$ cat src/rtl/cond_flag_unit.sv
// cond_flag_unit: NZCV flag register, condition evaluation and write-strobe gating.
// Define FLAG_SHADOW_EN to add a single-level interrupt shadow of the flags.
module cond_flag_unit #(
  parameter logic [3:0] FLAG_RST = 4'b0000
) (
  input  logic       clk,
  input  logic       reset,
  input  logic [3:0] Cond,
  input  logic [3:0] ALUFlags,
  input  logic [1:0] FlagW,
  input  logic       PCS,
  input  logic       RegW,
  input  logic       MemW,
  input  logic       NoWrite,
  input  logic       stall,
  input  logic       irq_save,
  input  logic       irq_restore,
  output logic       PCSrc,
  output logic       RegWrite,
  output logic       MemWrite,
  output logic [3:0] Flags,
  output logic       CondEx,
  output logic       flag_err
);
  logic [3:0] flags_q, flags_d, flags_upd;
  logic       n, z, c, v, upd;
  assign {n, z, c, v} = flags_q;
  always_comb begin
    CondEx = 1'b0;
    case (Cond)
      4'b0000: CondEx = z;
      4'b0001: CondEx = ~z;
      4'b0010: CondEx = c;
      4'b0011: CondEx = ~c;
      4'b0100: CondEx = n;
      4'b0101: CondEx = ~n;
      4'b0110: CondEx = v;
      4'b0111: CondEx = ~v;
      4'b1000: CondEx = c & ~z;
      4'b1001: CondEx = ~c | z;
      4'b1010: CondEx = n == v;
      4'b1011: CondEx = n != v;
      4'b1100: CondEx = ~z & (n == v);
      4'b1101: CondEx = z | (n != v);
      4'b1110: CondEx = 1'b1;
      default: CondEx = 1'b0;
    endcase
  end
  assign upd       = CondEx & ~stall;
  assign flags_upd = upd ? {FlagW[1] ? ALUFlags[3:2] : flags_q[3:2],
                            FlagW[0] ? ALUFlags[1:0] : flags_q[1:0]} : flags_q;
  assign PCSrc     = PCS & upd;
  assign RegWrite  = RegW & ~NoWrite & upd;
  assign MemWrite  = MemW & upd;
  assign Flags     = flags_q;
`ifdef FLAG_SHADOW_EN
  logic [3:0] shadow_q, shadow_d;
  logic       valid_q, valid_d, err_q, err_d, save, restore;
  // Restore wins over a simultaneous save and over the normal flag update.
  assign restore  = irq_restore & ~stall;
  assign save     = irq_save & ~irq_restore & ~stall;
  assign flags_d  = (restore & valid_q) ? shadow_q : flags_upd;
  assign shadow_d = save ? flags_upd : shadow_q;
  assign valid_d  = restore ? 1'b0 : save ? 1'b1 : valid_q;
  assign err_d    = restore & ~valid_q;
  assign flag_err = err_q;
  always_ff @(posedge clk) begin
    if (reset) begin
      shadow_q <= 4'b0000;
      valid_q  <= 1'b0;
      err_q    <= 1'b0;
    end else begin
      shadow_q <= shadow_d;
      valid_q  <= valid_d;
      err_q    <= err_d;
    end
  end
`else
  logic unused_irq;
  assign unused_irq = irq_save ^ irq_restore;
  assign flags_d    = flags_upd;
  assign flag_err   = 1'b0;
`endif
  always_ff @(posedge clk) begin
    if (reset) flags_q <= FLAG_RST;
    else flags_q <= flags_d;
  end
endmodule
$ cat config.mk
export PLATFORM = sky130hd
export DESIGN_NAME = cond_flag_unit
export DESIGN_NICKNAME = d
export VERILOG_FILES = /design/src/rtl/cond_flag_unit.sv
export SDC_FILE = /design/constraint.sdc
export NUM_CORES = 1
export LEC_CHECK = 0
export BUFFER_PORTS_ARGS = -buffer_cell sky130_fd_sc_hd__buf_4
export CORE_MARGIN = 1.5
export CORE_UTILIZATION = 25
export DETAILED_ROUTE_END_ITERATION = 8
export MAX_ROUTING_LAYER = met4
export PLACE_DENSITY = 0.55
export SETUP_SLACK_MARGIN = 0.4
export SLEW_MARGIN = 0
export SYNTH_ARGS = -nofsm -noshare
export SYNTH_HDL_FRONTEND = slang
export SYNTH_SLANG_ARGS = --single-unit
$ cat constraint.sdc
create_clock -name clk -period 2 [get_ports clk]
set_input_delay 0.3 -clock clk [delete_from_list [all_inputs] [get_ports clk]]
set_output_delay 0.3 -clock clk [all_outputs]
set_load 0.01 [all_outputs]
Word-level counts from Yosys, hierarchy flattened
Index checks and enable logic that the tools add are counted.
- reduce and logical (&&, ||, !) cells: 3
- equality and inequality tests: 16
- bitwise logic cells: 15
- mux-type cells: 1
- operator list (cell ; number):
    $eq A4 B4 Y1 const B ; 7
    $eq A4 B3 Y1 const B ; 4
    $pmux W1 S15 ; 1
    $eq A4 B2 Y1 const B ; 2
    $and A1 B1 Y1 ; 7
    $not A1 Y1 ; 6
    $eq A4 B1 Y1 const B ; 1
    $logic_not A4 Y1 ; 1
    $reduce_and A2 Y1 ; 2
    $or A1 B1 Y1 ; 2
    $eq A1 B1 Y1 ; 1
    $ne A1 B1 Y1 ; 1
- flip-flop bits (word level): 4
- input port bits: 19
- output and inout port bits: 9
- logic and storage cells: 37

Longest topological paths before layout
Gate-level depths: netlist of the first run.
- depth after elaboration: 5
- mapped depth: 6
- mapped depth without buffers: 5

Least setup slack after synthesis of the first run
No wires, ideal clock.
- path type: flip-flop to output port
- start point: reg flags_q[3] (netlist: Flags[3])
- end point: out RegWrite
- buffers on the path: 1
- cell stages (with the launch flop): 7
- data arrival time: 1606 ps
- required time: 1700 ps
- path slack: 94 ps
- path through: dfxtp_1 clkbuf_2 and2b_2 o21ai_0 a311o_1 a31oi_1 and3b_1
- word-level cells in the longest chain between the ends: 5
- elaborated cells on any way between the ends: 8
- classes of those cells: 2 x eq/ne; 1 x mux; 5 x bitwise
- RTL lines (what ; RTL line ; RTL):
    start: declaration ; 25 ; logic [3:0] flags_q, flags_d, flags_upd;
    start signal: assignment ; 86 ; else flags_q <= flags_d;
    $ne A1 B1 Y1 or $eq A1 B1 Y1 (tied branches) ; - ;
    $or A1 B1 Y1 or $and A1 B1 Y1 (tied branches) ; 44, 43 ;
    $pmux W1 S15 * ; 30 ; case (Cond)
    $and A1 B1 Y1 * ; 49 ; assign upd = CondEx & ~stall;
    $and A1 B1 Y1 * ; 53 ; assign RegWrite = RegW & ~NoWrite & upd;
    end: declaration ; 19 ; output logic RegWrite,
Mark *: on every way between the ends. The rest lies on a longest branch, timed or not.

Final worst setup path of the first run
- start point: reg flags_q[0] (netlist: Flags[0])
- end point: out RegWrite
The elaborated chain is that of the path after synthesis.

==> qor_table.md, run 1 <==
| Quantity | Reported |
|---|---|
| Result of the run | finished, violations left |
| Violations in the final reports | setup timing |
| # IOs | 28 |
| Clk sinks | 4 |
| Main flop type after synthesis | dfxtp_1 |
| Critical path startpoint category | flop |
| Critical-path cell with the highest stage delay | dfxtp_4 |
| Antenna cell count | 0 |
| Antenna violations before repair | 0 |
| Routed met1 length | 584 um |
| Compound-cell area share of the yosys netlist | 19.6% |
| Total global-route track usage | 13.5% |
| Syn Area/Cell | 8.59 sq um |
| Most frequent cells in the layout | buf_4 (29), nand2b_1 (8), mux2i_1 (5), buf_6 (5) |
| Global placer's final weighted congestion | 0.695 |
| Max VDD drop | 0.336 mV |
| CP max stage delay | 390 ps |
| Final Routed Wirelength | 1.34 mm |
| Die Height | 47.6 um |
| Top layer reached by signal wires | met3 |
| Warning count from the yosys run | 0 |
| Wire length per cell after detailed routing | 11.5 um |
| Number of standard cells in the final layout excluding fillers | 117 |
| Setup slack of the critical path after layout | -90.4 ps |
| Largest family of logic cells by synthesized area | simple AND/OR/NAND/NOR gates |
| Arithmetic-cell share of the synthesized area counting full adders, half adders and majority gates | 0% |
| Fin Clk Skew | 2.93 ps |
| Hold Path Class | input pin to flop |
| Die Span X | 47.6 um |
| Type of destination of the critical path | output port |
| Number of failing setup endpoints in the final timing report | 6 |
| Clock tree root driver cell | clkbuf_4 |
| Final global-route overflow total | 0 |
| Endpoint arrival time on the critical path | 1790 ps |
| Final standard cell utilization of the core | 50.8% |
| Core Box Area | 1800 sq um |
| Number of synthesized flops with an enable pin | 0 |
| Final critical-path share of the clock period | 105% |
| FF+latch area | 87.6 sq um |
| Mapped Area | 498 sq um |
| Setup repair after global routing missed its margin | yes |
| Area share of and/or/nand/nor cells after synthesis | 40.2% |
| Number of global-route vias before repair | 483 |
| Mapped Cells | 58 |
| Synthesized netlist net count | 77 |
| Wire length on met3 | 138 um |
| Final net count | 113 |
| Register clock-pin slew on the reported worst setup and hold paths | 40 ps |
| Met2 Wirelength | 622 um |
| Remaining number of nets flagged by the antenna check after routing | 0 |
| # DRC | 0 |
| First-pass GRT wire length | 2.04 mm |
| Count of hold-fix buffers inserted at cts | 0 |
| Buffers plus inverters on the worst setup path | 1 |
| Area growth from synthesis to final layout | 83.7% |
| Area occupied by multi-input gates | 468 sq um |
| Maximum level of the CTS H-tree | 1 |
| Kind of cell adding the most delay to the critical path | compound AO/OA/AOI/OAI gates |
| Largest net degree at the start of global routing | 14 |
| Initial core utilization | 27.6% |
| Number of port buffers | 24 |
| Routed vias | 557 |
| Cell Count Post-Placement | 109 |
| Final period demand of the worst path | 2090 ps |
| Vias/cell | 4.76 |
| Hold Violations, Final | 0 |
| Maximum net fanout on the critical path | 7 |
| Fill cell count | 184 |
| Fin. max-slew vios | 0 |
| Minimum setup slack among reg-to-reg paths | -30 ps |
| Number of CTS-inserted buffers | 3 |
| Length of the first detailed-routing pass in iterations | 4 |
| Post-synth cell types | 34 |
| Fmax achieved | 0.478 GHz |
| Mux share of post-synthesis cell area | 10.1% |
| Placement row count | 15 |
| Cells traversed along the worst timing path | nor2b_1, a211oi_1, a311o_1, a31oi_2, and3b_2, buf_6 |
| Setup TNS | -256 ps |
| Reported max-cap violation count | 0 |
| Share of final-layout standard cells stronger than drive strength 1 | 60.9% |
| Post-DP HPWL | 972 um |
| Number of synthesized register bits | 4 |
| Critical path data required time | 1700 ps |
| Post-Synth XOR/XNOR Area | 5.28% |
| Worst-case clock buffer depth | 2 |
| DIE AREA | 2270 sq um |
| Flip-flop count of the largest register after layout | 4 |
| Power Total | 341 uW |
| Leading cell type in the layout, fill and taps excluded | buf_4 |
| Leakage power | 0.402 nW |
| Clock Latency Late Sink | 230 ps |
| CTS tree | built |
| Power per standard cell area | 373 nW/um^2 |
| Initial detailed-routing violation count | 8 |
| Part of the Yosys area used for sequential elements | 16.1% |
| Type of the worst setup path | flop to output port |
| Share of synthesized flip-flops with an asynchronous set or reset | 0% |
cell type report:
class,count,area share (%)
multi-input cells,47,51.2
repair buffers,35,32.1
flip-flops and latches,4,9.58
well taps,25,3.42
clock buffers,3,2.46
inverters,3,1.23
cells in the mapped netlist, types with 2 or more instances:
| master | number | share of area (%) |
|---|---|---|
| a311oi_2 | 2 | 6.0 |
| and2_1 | 3 | 3.8 |
| nor2_1 | 2 | 1.5 |
| xor2_1 | 2 | 3.5 |
| inv_1 | 3 | 2.3 |
| and4bb_1 | 2 | 5.0 |
| mux2i_1 | 5 | 10 |
| dfxtp_1 | 4 | 16 |
| nor3_1 | 2 | 2.0 |
| nand2b_1 | 8 | 10 |
| and2b_2 | 2 | 3.5 |
report_power, final:
group          switching (mW)  internal [mW]
Clock                  0.0331         0.0671
Combinational          0.0625         0.0898
Sequential            0.00613         0.0821
Total                   0.102          0.239
path summary, 6_finish.rpt:
kind	cells after the start	start	endpoint
worst max-delay path	6	Flags[0]	RegWrite
worst min-delay path	3	ALUFlags[3]	Flags[3]
worst max register to register	8	Flags[0]	Flags[3]
worst min register to register	2	Flags[2]	Flags[2]
metrics by stage:
step	hold slack [ps]	instance area [sq um]	setup slack, ps
after CTS	317	867	-122
final	321	915	-90.4
after global routing	334	915	-171
after floorplan	447	558	223
after global placement	505	774	37.6
after detailed placement	504	774	16.5
worst reg2reg max path: cells and delay by family, from the launching register on:
family | cells | cell delay (ps)
compound gates | 3 | 790
flops | 1 | 390
buf+inv | 3 | 380
mux | 1 | 200
simple gates | 1 | 210
cell families (layout without fill, tap and decap cells):
| family | count (synthesis) | in the layout |
|---|---|---|
| xor+xnor | 3 | 3 |
| compound gates | 10 | 10 |
| flops | 4 | 4 |
| buf+inv | 7 | 41 |
| simple gates | 28 | 28 |
| other cells | 1 | 1 |
| mux | 5 | 5 |
metal layers:
| metal | up-vias | track usage (%) |
|---|---|---|
| li1 | 276 | - |
| met1 | 255 | 15.7 |
| met2 | 26 | 21.6 |
| met3 | 0 | 5.66 |
| met4 | 0 | 3.24 |
| met5 | - | - |
timing repair:
item / CTS / global route
endpoints found under the hold margin: 0 / 0
pin swaps: 8 / 4
setup endpoints to repair: 8 / 8
buffers inserted: 3 / 2
gates resized for setup: 9 / 4
(Power assumes the default switching activity.)
==> run 2: changes to the inputs <==
Settings changed: SKIP_CTS_REPAIR_TIMING set to 1.
==> run 2 against run 1 <==
The flow still finishes with violations (setup timing). Count of clock-buffer cells in the layout did not move. Register-to-register slack improved by 100 ps. Fmax rose by 0.56%. Via count fell by 3.1%. Clock skew barely moved. Largest power group unchanged. Highest routed layer unchanged.
==> qor_table.md, run 2 (same netlist as run 1, synthesis figures left out) <==
| Quantity | Reported | vs previous |
|---|---|---|
| Result of the run | finished, violations left | unchanged |
| Violations in the final reports | setup timing | unchanged |
| Global placer's final weighted congestion | 0.695 | unchanged |
| Max VDD drop | 0.335 mV | was 0.336 mV |
| Hold Path Class | input pin to flop | unchanged |
| Largest net degree at the start of global routing | 14 | unchanged |
| Die Height | 47.6 um | unchanged |
| Vias/cell | 4.74 | was 4.76 |
| Maximum net fanout on the critical path | 8 | was 7 |
| Power per standard cell area | 380 nW/um^2 | was 373 nW/um^2 |
| Hold Violations, Final | 0 | unchanged |
| Comb pwr share | 42.5% | was 44.7% |
| # IOs | 28 | unchanged |
| Post-DP HPWL | 972 um | unchanged |
| Flip-flop count of the largest register after layout | 4 | unchanged |
| Net switching share of the total power | 30.0% | was 29.9% |
| Length of the first detailed-routing pass in iterations | 4 | unchanged |
| Initial core utilization | 27.6% | unchanged |
| Leading cell type in the layout, fill and taps excluded | buf_4 | unchanged |
| CTS tree | built | unchanged |
| Setup slack of the critical path after layout | -78.7 ps | was -90.4 ps |
| Critical path startpoint category | flop | unchanged |
| Type of the worst setup path | flop to output port | unchanged |
| Wire length per cell after detailed routing | 11.2 um | was 11.5 um |
| Number of global-route vias before repair | 471 | was 483 |
| Antenna cell count | 0 | unchanged |
| Final critical-path share of the clock period | 104% | was 105% |
| Critical path data required time | 1700 ps | about the same |
| Antenna violations before repair | 0 | unchanged |
| Number of CTS-inserted buffers | 3 | unchanged |
| Placement row count | 15 | unchanged |
| Number of standard cells in the final layout excluding fillers | 114 | was 117 |
| Clk sinks | 4 | unchanged |
| Most frequent cells in the layout | buf_4 (29), nand2b_1 (8), mux2i_1 (5) | was buf_4 (29), nand2b_1 (8), mux2i_1 (5), buf_6 (5) |
| Fill cell count | 198 | was 184 |
| Reported max-cap violation count | 0 | unchanged |
| First-pass GRT wire length | 1.97 mm | was 2.04 mm |
| Remaining number of nets flagged by the antenna check after routing | 0 | unchanged |
| Register clock-pin slew on the reported worst setup and hold paths | 40 ps | about the same |
| Routed vias | 540 | was 557 |
| Number of failing setup endpoints in the final timing report | 3 | was 6 |
| Clock Latency Late Sink | 240 ps | was 230 ps |
| Maximum level of the CTS H-tree | 1 | unchanged |
| Endpoint arrival time on the critical path | 1780 ps | was 1790 ps |
| Setup repair after global routing missed its margin | yes | unchanged |
| Leakage power | 0.377 nW | was 0.402 nW |
| Place WS | 16.5 ps | unchanged |
| Total global-route track usage | 13.0% | was 13.5% |
| Cell Count Post-Placement | 109 | unchanged |
| Fmax achieved | 0.481 GHz | was 0.478 GHz |
| Worst-case clock buffer depth | 2 | unchanged |
| Initial detailed-routing violation count | 3 | was 8 |
| Final period demand of the worst path | 2080 ps | was 2090 ps |
| Setup TNS | -149 ps | was -256 ps |
| Area growth from synthesis to final layout | 74.1% | was 83.7% |
| Clock tree root driver cell | clkbuf_4 | unchanged |
| Fin. max-slew vios | 0 | unchanged |
| Core Box Area | 1800 sq um | unchanged |
| DIE AREA | 2270 sq um | unchanged |
| Share of final-layout standard cells stronger than drive strength 1 | 58.4% | was 60.9% |
| # DRC | 0 | unchanged |
| Final global-route overflow total | 0 | unchanged |
| Final standard cell area without fillers | 867 sq um | was 915 sq um |
| Internal portion of total power | 230 uW | was 239 uW |
| Die Span X | 47.6 um | unchanged |
| Final net count | 110 | was 113 |
| Placed instance area | 774 sq um | unchanged |
| Clock share of power | 30.5% | was 29.4% |
| Type of destination of the critical path | output port | unchanged |
| Number of port buffers | 24 | unchanged |
| Power share of the sequential group | 27.0% | was 25.9% |
| Final Routed Wirelength | 1.28 mm | was 1.34 mm |
| Psw | 98.7 uW | was 102 uW |
| Fin Clk Skew | 2.94 ps | was 2.93 ps |
## run 2: cell types whose count changed in the layout (fill, tap and decap cells not counted), sizes merged
cell	before	now
buf	35	32
## run 2: path summary, 6_finish.rpt
check,startpoint,endpoint,slack (ps),depth (start not counted)
hold reg to reg,Flags[2],Flags[2],500,2
hold / removal,ALUFlags[3],Flags[3],320,3
setup reg to reg,Flags[0],Flags[0],70,7
setup / recovery,Flags[0],RegWrite,-80,6
## run 2: layer usage
metal	track usage [%]	routed length (um)	up-vias
met1	15.1	546	245
met3	5.66	134	0
met4	3.24	0	0
met5	-	0	-
met2	20.8	594	26
li1	-	-	269
## run 2: power by group through the flow
stage / clock network, mW / logic, mW / registers, mW
after floorplan: 0 / 0.0702 / 0.0908
after global placement: 0 / 0.122 / 0.0918
after detailed placement: 0 / 0.124 / 0.0916
after CTS: 0.105 / 0.124 / 0.0904
after global routing: 0.113 / 0.152 / 0.0898
final: 0.100 / 0.140 / 0.0888
## run 2: layout make-up
cell class / count / area [sq um] / share of cell area, %
multi-input combinational: 47 / 463 / 53.4
timing repair buffer: 32 / 251 / 29.0
sequential: 4 / 87.6 / 10.1
tap: 25 / 31.3 / 3.61
clock buffer: 3 / 22.5 / 2.60
inverter: 3 / 11.3 / 1.30
## run 2: worst max-delay path: stages (launching register included)
cell and delay [ps]:
dfxtp_4 390, nor2b_1 210, a211oi_1 100, a311o_1 370, a31oi_2 180, and3b_2 210, buf_6 90
## run 2: through the flow
step                util (%)  power (mW)  hold slack, ps
finish                  48.1       0.329             321
floorplan                  -       0.161             447
detailed placement      43.0       0.215             504
global placement        43.0       0.214             505
global route            48.1       0.355             334
CTS                     44.2       0.320             319
